[config.mk]
export PLATFORM = sky130hd
export DESIGN_NAME = lfsr_prbs_gen
export DESIGN_NICKNAME = d
export VERILOG_FILES = /design/src/rtl/lfsr_prbs_gen.sv
export SDC_FILE = /design/constraint.sdc
export NUM_CORES = 1
export LEC_CHECK = 0
export ABC_AREA = 1
export CAP_MARGIN = 40
export CORE_ASPECT_RATIO = 1.5
export CORE_MARGIN = 1
export CORE_UTILIZATION = 46
export DETAILED_ROUTE_END_ITERATION = 6
export PLACE_DENSITY = 0.69
export SETUP_SLACK_MARGIN = 0.5
export SLEW_MARGIN = 40
export SYNTH_ARGS = -nofsm -noshare
export SYNTH_HDL_FRONTEND = slang
export SYNTH_SLANG_ARGS = --single-unit
[constraint.sdc]
create_clock -name clk -period 2.8 [get_ports clk]
set_input_delay 0.56 -clock clk [delete_from_list [all_inputs] [get_ports clk]]
set_output_delay 0.56 -clock clk [all_outputs]
set_load 0.05 [all_outputs]
[src/rtl/lfsr_prbs_gen.sv]
// -----------------------------------------------------------------------------
// lfsr_prbs_gen
//
// Parametrised Fibonacci LFSR pseudo-random bit generator. Successor to the
// fixed 5-bit free-running LFSR, used by PRBS/noise consumers in the lab
// datapath.
//
// The LFSR shifts right; the new MSB is the parity of the tapped bits, and the
// bit leaving at q[0] is packed LSB-first into WORD_W-bit output words. Words
// are offered on a valid/ready stream. Stepping stalls only when the word
// currently being assembled would complete while the previous word is still
// waiting for the consumer, so no bit is ever lost.
//
// Parameters
//   WIDTH   LFSR state width (3..32)
//   TAPS    feedback mask, fb = ^(q & TAPS)
//   SEED    reset state, also substituted for an all-zero runtime load
//   WORD_W  bits packed per output word (1..32)
//
// Ports
//   clk         system clock, rising edge
//   reset       asynchronous, active-low reset
//   en          request one LFSR step this cycle
//   load        load seed_in (wins over en; no step that cycle)
//   seed_in     runtime seed
//   seed_bad    one-cycle pulse after a load with seed_in == 0
//   q           current LFSR state
//   out_valid   out_word holds an unconsumed word
//   out_ready   consumer accepts out_word when out_valid && out_ready
//   out_word    packed bits, LSB = earliest shifted-out bit
//
// Optional feature (macro LFSR_PERIOD_CHECK_EN)
//   period_done one-cycle pulse when a step returns q to the last reset/load
//               state
//   period      number of steps that round trip took (0 after reset)
// -----------------------------------------------------------------------------
module lfsr_prbs_gen #(
  parameter int              WIDTH  = 5,
  parameter logic [WIDTH-1:0] TAPS  = WIDTH'(5'b00101),
  parameter logic [WIDTH-1:0] SEED  = WIDTH'(5'b00001),
  parameter int              WORD_W = 8
) (
  input  logic              clk,
  input  logic              reset,
  input  logic              en,
  input  logic              load,
  input  logic [WIDTH-1:0]  seed_in,
  output logic              seed_bad,
  output logic [WIDTH-1:0]  q,
  output logic              out_valid,
  input  logic              out_ready,
  output logic [WORD_W-1:0] out_word
`ifdef LFSR_PERIOD_CHECK_EN
  ,
  output logic              period_done,
  output logic [WIDTH-1:0]  period
`endif
);

  // A one-bit word still needs a one-bit counter to keep the logic uniform.
  localparam int CNT_W = (WORD_W > 1) ? $clog2(WORD_W) : 1;
  localparam logic [CNT_W-1:0] LAST_BIT = CNT_W'(WORD_W - 1);

  logic [WIDTH-1:0]  q_reg;
  logic [WIDTH-1:0]  q_step;
  logic [WIDTH-1:0]  load_val;
  logic              fb;
  logic [WORD_W-1:0] acc_reg;
  logic [WORD_W-1:0] word_next;
  logic [CNT_W-1:0]  bit_cnt_reg;
  logic              out_valid_reg;
  logic [WORD_W-1:0] out_word_reg;
  logic              seed_bad_reg;
  logic              last_bit;
  logic              stall;
  logic              step;
  logic              word_done;

  // ---------------------------------------------------------------------------
  // Step control
  // ---------------------------------------------------------------------------
  always_comb begin
    fb        = ^(q_reg & TAPS);
    q_step    = {fb, q_reg[WIDTH-1:1]};
    // An all-zero seed would lock the LFSR, so it is replaced by SEED.
    load_val  = (seed_in == '0) ? SEED : seed_in;
    last_bit  = (bit_cnt_reg == LAST_BIT);
    // Only the step that would overwrite a still-pending word has to wait.
    stall     = last_bit && out_valid_reg && !out_ready;
    step      = en && !load && !stall;
    word_done = step && last_bit;
  end

  // Accumulator with the current output bit merged in at bit_cnt; on the last
  // bit this is the completed word.
  generate
    for (genvar gi = 0; gi < WORD_W; gi++) begin : g_word
      assign word_next[gi] = (bit_cnt_reg == CNT_W'(gi)) ? q_reg[0] : acc_reg[gi];
    end
  endgenerate

  // ---------------------------------------------------------------------------
  // LFSR state and word assembly
  // ---------------------------------------------------------------------------
  always_ff @(posedge clk or negedge reset) begin
    if (!reset) begin
      q_reg       <= SEED;
      acc_reg     <= '0;
      bit_cnt_reg <= '0;
    end else if (load) begin
      q_reg       <= load_val;
      acc_reg     <= '0;
      bit_cnt_reg <= '0;
    end else if (step) begin
      q_reg       <= q_step;
      acc_reg     <= word_next;
      bit_cnt_reg <= word_done ? '0 : bit_cnt_reg + 1'b1;
    end
  end

  // ---------------------------------------------------------------------------
  // Output stream. A word completing in the same cycle as a handshake replaces
  // the consumed one directly, so out_valid stays high without a bubble.
  // Loads do not touch a pending word.
  // ---------------------------------------------------------------------------
  always_ff @(posedge clk or negedge reset) begin
    if (!reset) begin
      out_valid_reg <= 1'b0;
      out_word_reg  <= '0;
    end else if (word_done) begin
      out_valid_reg <= 1'b1;
      out_word_reg  <= word_next;
    end else if (out_valid_reg && out_ready) begin
      out_valid_reg <= 1'b0;
    end
  end

  always_ff @(posedge clk or negedge reset) begin
    if (!reset) begin
      seed_bad_reg <= 1'b0;
    end else begin
      seed_bad_reg <= load && (seed_in == '0);
    end
  end

  assign q         = q_reg;
  assign out_valid = out_valid_reg;
  assign out_word  = out_word_reg;
  assign seed_bad  = seed_bad_reg;

`ifdef LFSR_PERIOD_CHECK_EN
  // ---------------------------------------------------------------------------
  // Period measurement: counts steps since the last reset/load and reports the
  // count when the sequence comes back to that starting state.
  // ---------------------------------------------------------------------------
  logic [WIDTH-1:0] ref_reg;
  logic [WIDTH-1:0] step_cnt_reg;
  logic [WIDTH-1:0] period_reg;
  logic             period_done_reg;

  always_ff @(posedge clk or negedge reset) begin
    if (!reset) begin
      ref_reg         <= SEED;
      step_cnt_reg    <= '0;
      period_reg      <= '0;
      period_done_reg <= 1'b0;
    end else begin
      period_done_reg <= 1'b0;
      if (load) begin
        ref_reg      <= load_val;
        step_cnt_reg <= '0;
      end else if (step) begin
        if (q_step == ref_reg) begin
          period_reg      <= step_cnt_reg + 1'b1;
          period_done_reg <= 1'b1;
          step_cnt_reg    <= '0;
        end else begin
          step_cnt_reg    <= step_cnt_reg + 1'b1;
        end
      end
    end
  end

  assign period      = period_reg;
  assign period_done = period_done_reg;
`endif

endmodule

Word-level counts from Yosys, hierarchy flattened
Cells that the tools add are included.
{ "word_totals": {"reg_bits": 26, "in_bits": 10, "out_inout_bits": 15} }
{ "op_classes": {"n_addsub": 1, "eq_ne": 7, "mux": 18, "reduce_logical": 15} }
{ "ops": {"columns": ["operator", "n"], "rows": [
  ["$mux 8", 2],
  ["$mux 5", 3],
  ["$eq 3x3->1 const B", 4],
  ["$mux 1", 10],
  ["$mux 3", 3],
  ["$logic_and 1x1->1", 7],
  ["$eq 3x2->1 const B", 2],
  ["$logic_not 5->1", 1],
  ["$reduce_xor 5->1", 1],
  ["$reduce_bool 2->1", 2],
  ["$add 3x1->3 const B", 1],
  ["$eq 3x1->1 const B", 1],
  ["$logic_not 1->1", 3],
  ["$logic_not 3->1", 1]
]} }

Logic depth before layout (Yosys ltp)
{ "logic_depth": {"depth_word": 9, "depth_mapped": 8, "depth_no_buf": 7} }

Worst setup path before layout
No wires, ideal clock.
{ "synth_path": {"kind": "reg-to-reg", "from": "register bit_cnt_reg[0]", "to": "register q_reg[4] (netlist: q[4])", "setup_time_ns": 0.118, "t_arrival_ns": 1.270, "t_required_ns": 2.682, "path_slack_ns": 1.411, "path_stages_with_launch": 8, "n_path_buf": 1, "period_less_slack_ns": 1.389, "path_cell_list": "dfrtp_1 -> ha_1 -> ha_1 -> nand3_2 -> nand2_2 -> buf_4 -> nand3_1 -> nand2_1"} }
{ "synth_between": {"elab_chain_len": 6} }
{ "synth_lines": {"columns": ["item", "line", "source"], "rows": [
  ["from (decl)", "70", "logic [CNT_W-1:0] bit_cnt_reg;"],
  ["from (signal assigned)", "117", "bit_cnt_reg <= word_done ? '0 : bit_cnt_reg + 1'b1;"],
  ["$eq 3x3->1", "87", "last_bit = (bit_cnt_reg == LAST_BIT);"],
  ["$logic_and 1x1->1 (2 in a row)", "89", "stall = last_bit && out_valid_reg && !out_ready;"],
  ["$logic_not 1->1", "90", "step = en && !load && !stall;"],
  ["$logic_and 1x1->1", "90", null],
  ["$reduce_bool 2->1 (no line)", null, null],
  ["to (signal assigned)", "111", "q_reg <= load_val;"],
  ["to (signal assigned)", "115", "q_reg <= q_step;"],
  ["to (decl)", "64", "logic [WIDTH-1:0] q_reg;"]
]} }
Every way passes these cells.
A chain may end at the register's enable or synchronous reset.

Worst setup path after layout
{ "layout_path": {"from": "register q_reg[0] (netlist: q[0])", "to": "output q[0]"} }
{ "layout_lines": {"columns": ["item", "line", "source"], "rows": [
  ["to (decl)", "49", "output logic [WIDTH-1:0] q,"]
]} }
No word-level cell between the ends.

==> flow_summary.ini <==
[worst_setup_path]
cp_max_fo = 7
crit_path_end_kind = primary output
crit_path_start_kind = flip-flop
crit_end = q[0]
r2r_cells = 7
crit_cells = 1
critPathRequiredTime_ns = 2.24
cp-startpoint = q[0]
max_stage_delay_ns = 0.82
regToRegSetupSlack_ns = 1.10
cp.arrival_ns = 1.70
reg2reg_to = acc_reg[0]
slowest_stage = clkdlybuf4s50_1
crit_family = buffers and inverters
path_class = reg -> out
crit_chain = clkdlybuf4s50_1
critPathBufInv = 1
r2r-start = bit_cnt_reg[0]

[die]
die-area_um2 = 3030
initial_core_util_pct = 48.3
row_count = 23
dieHeight_um = 67.0
ios = 25
die_w_um = 45.3
core_um2 = 2680

[finish]
antenna_cells = 0
area_growth_pct = 22.9
drive_above_1_share_pct = 7.07
n_fill_cell = 251
largest_reg_flops = 8
final_common_cell = nand2_1
fin_nets = 201
layout_common_cells = 57 x nand2_1, 24 x dfrtp_1, 24 x clkdlybuf4s50_1
instances_no_fill = 221

[logic_synthesis]
synth-seq-area-share_pct = 48.5
ys_warn_count = 0
synth_cell_types = 20
ys_ff_latch = 25
ys.flop_type = dfrtp_1
async_flop_share_pct = 100
synth_edf_count = 0
syn_nets = 176
synthCells = 160
syn_area_um2 = 1290
synth.avg_cell_area_um2 = 8.09

[routing]
route.detailed.drc = 0
routed_wl_mm = 2.57
wire_per_inst_um = 11.6
drt_first_pass_iters = 4
num_vias = 1102
post_drt_via_cell_ratio = 4.99
postRouteAntennaNets = 0
drtIter0Drc = 40

[sta]
timing.fmax_ghz = 0.443
fin_crit_ns = 2.26
rsz0062_at_grt = no
hold_violations = 0
fin_crit_sh_pct = 80.7
timing.final.ws_setup_ns = 0.541
max-slew-margin-rel_pct = 66.6
tightest_slew_ns = 0.500
whs_ns = 0.484
tns_ns = 0
finalMaxSlewViolations = 0
final.setup_skew_ns = 0.00542
setup_violations = 0

[cts]
cts_buffer_depth = 2
cts_tree = done
post-cts-setup-buffers = 0
clock_sinks = 25
htree_levels = 1
cts_made_buffers = 3
cts_hold_buffers = 0
ctsResizeCount = 0
clk-insertion-delay-late_ns = 0.27
root_buffer = clkbuf_8
path_clk_slew_ns = 0.08

[grt]
grt_overflow = 0
grt_max_degree = 26
first_global_vias = 1097
grt_pass1_wl_mm = 4.37
grt_usage_pct = 19.8
grt_antenna_before_repair = 0

[power_and_ir_drop]
p_leak_nw = 0.804
ir_worst_vdd_mv = 0.325
p_clk_share_pct = 27.6
power_switching_w = 0.000225
power.internal_w = 0.000535
pwr-share-seq_pct = 52.4
switching_share_pct = 29.6
power.density_nw_per_um2 = 478
p_comb_share_pct = 20.0

[min_path]
hold_class = reg -> reg
min_from = out_word[7]

[place]
post-place-ws_ns = 0.693
io_buffer_count = 24
dp.cells = 217
dp_hpwl_mm = 1.96
gp_congestion = 0.790

[run_status]
outcome = complete, no violations

[flow_run]
max-cap-violations = 0
-- kinds of logic after synthesis --
family | after synthesis | synth area share, %
AOI/OAI and AO/OA | 18 | 7.25
adders and majority gates | 6 | 5.80
buffers and inverters | 22 | 8.22
DFF | 25 | 48.5
and+or+nand+nor | 89 | 30.3
-- worst min-delay path by stage --
stage                  endpoint  slack (ns)  depth (start not counted)
global placement    out_word[1]        0.47                          2
CTS                 out_word[3]        0.49                          2
detailed placement  out_word[3]        0.47                          2
finish              out_word[7]        0.48                          2
global route        out_word[4]        0.51                          2
floorplan            acc_reg[0]        0.26                          0
-- tightest hold or removal path, cell delays in order, from the launching register on --
cell	delay, ns
dfrtp_1	0.35
nand2_1	0.06
o21ai_2	0.04
-- power by group through the flow --
| stage | clock, W | combinational (W) | sequential, W |
|---|---|---|---|
| after CTS | 0.000214 | 0.000154 | 0.000399 |
| after global routing | 0.000228 | 0.000166 | 0.000400 |
| after detailed placement | 0 | 0.000153 | 0.000405 |
| after global placement | 0 | 0.000151 | 0.000405 |
| final | 0.000210 | 0.000152 | 0.000398 |
| after floorplan | 0 | 0.0000649 | 0.000434 |
-- routing by layer --
layer / global-route usage, % / vias up / part of all wire, %
li1: - / 550 / -
met2: 38.2 / 36 / 53
met4: 7.95 / 0 / 1.6
met1: 20.2 / 511 / 41
met3: 2.44 / 5 / 3.8
met5: 0 / - / 0
-- area by class of cell --
cell class / count / area (um2) / share of cell area, %
multi-input cells: 113 / 561 / 35.2
clock buffers: 4 / 45.0 / 2.83
well taps: 37 / 46.3 / 2.91
inverters: 17 / 63.8 / 4.01
flip-flops and latches: 25 / 627 / 39.4
repair buffers: 25 / 248 / 15.6
-- Yosys cell counts (2+ instances only) --
cell / n / area [um2]
buf_4: 2 / 15.0
nor2_1: 6 / 22.5
o21ai_1: 4 / 20.0
inv_2: 2 / 7.51
nand3_2: 2 / 20.0
inv_1: 15 / 56.3
o21ai_0: 12 / 60.1
buf_6: 2 / 22.5
nand3_1: 20 / 100
nand2_1: 57 / 214
ha_1: 6 / 75.1
dfrtp_1: 24 / 601
-- metrics by stage --
step | power [W] | util [%] | instance area, um2
after floorplan | 0.000499 | - | 1290
after CTS | 0.000767 | 59.4 | 1590
after global routing | 0.000794 | 59.4 | 1590
final | 0.000760 | 59.4 | 1590
after detailed placement | 0.000558 | 57.7 | 1550
after global placement | 0.000555 | 57.7 | 1550
(Power assumes the default switching activity.)
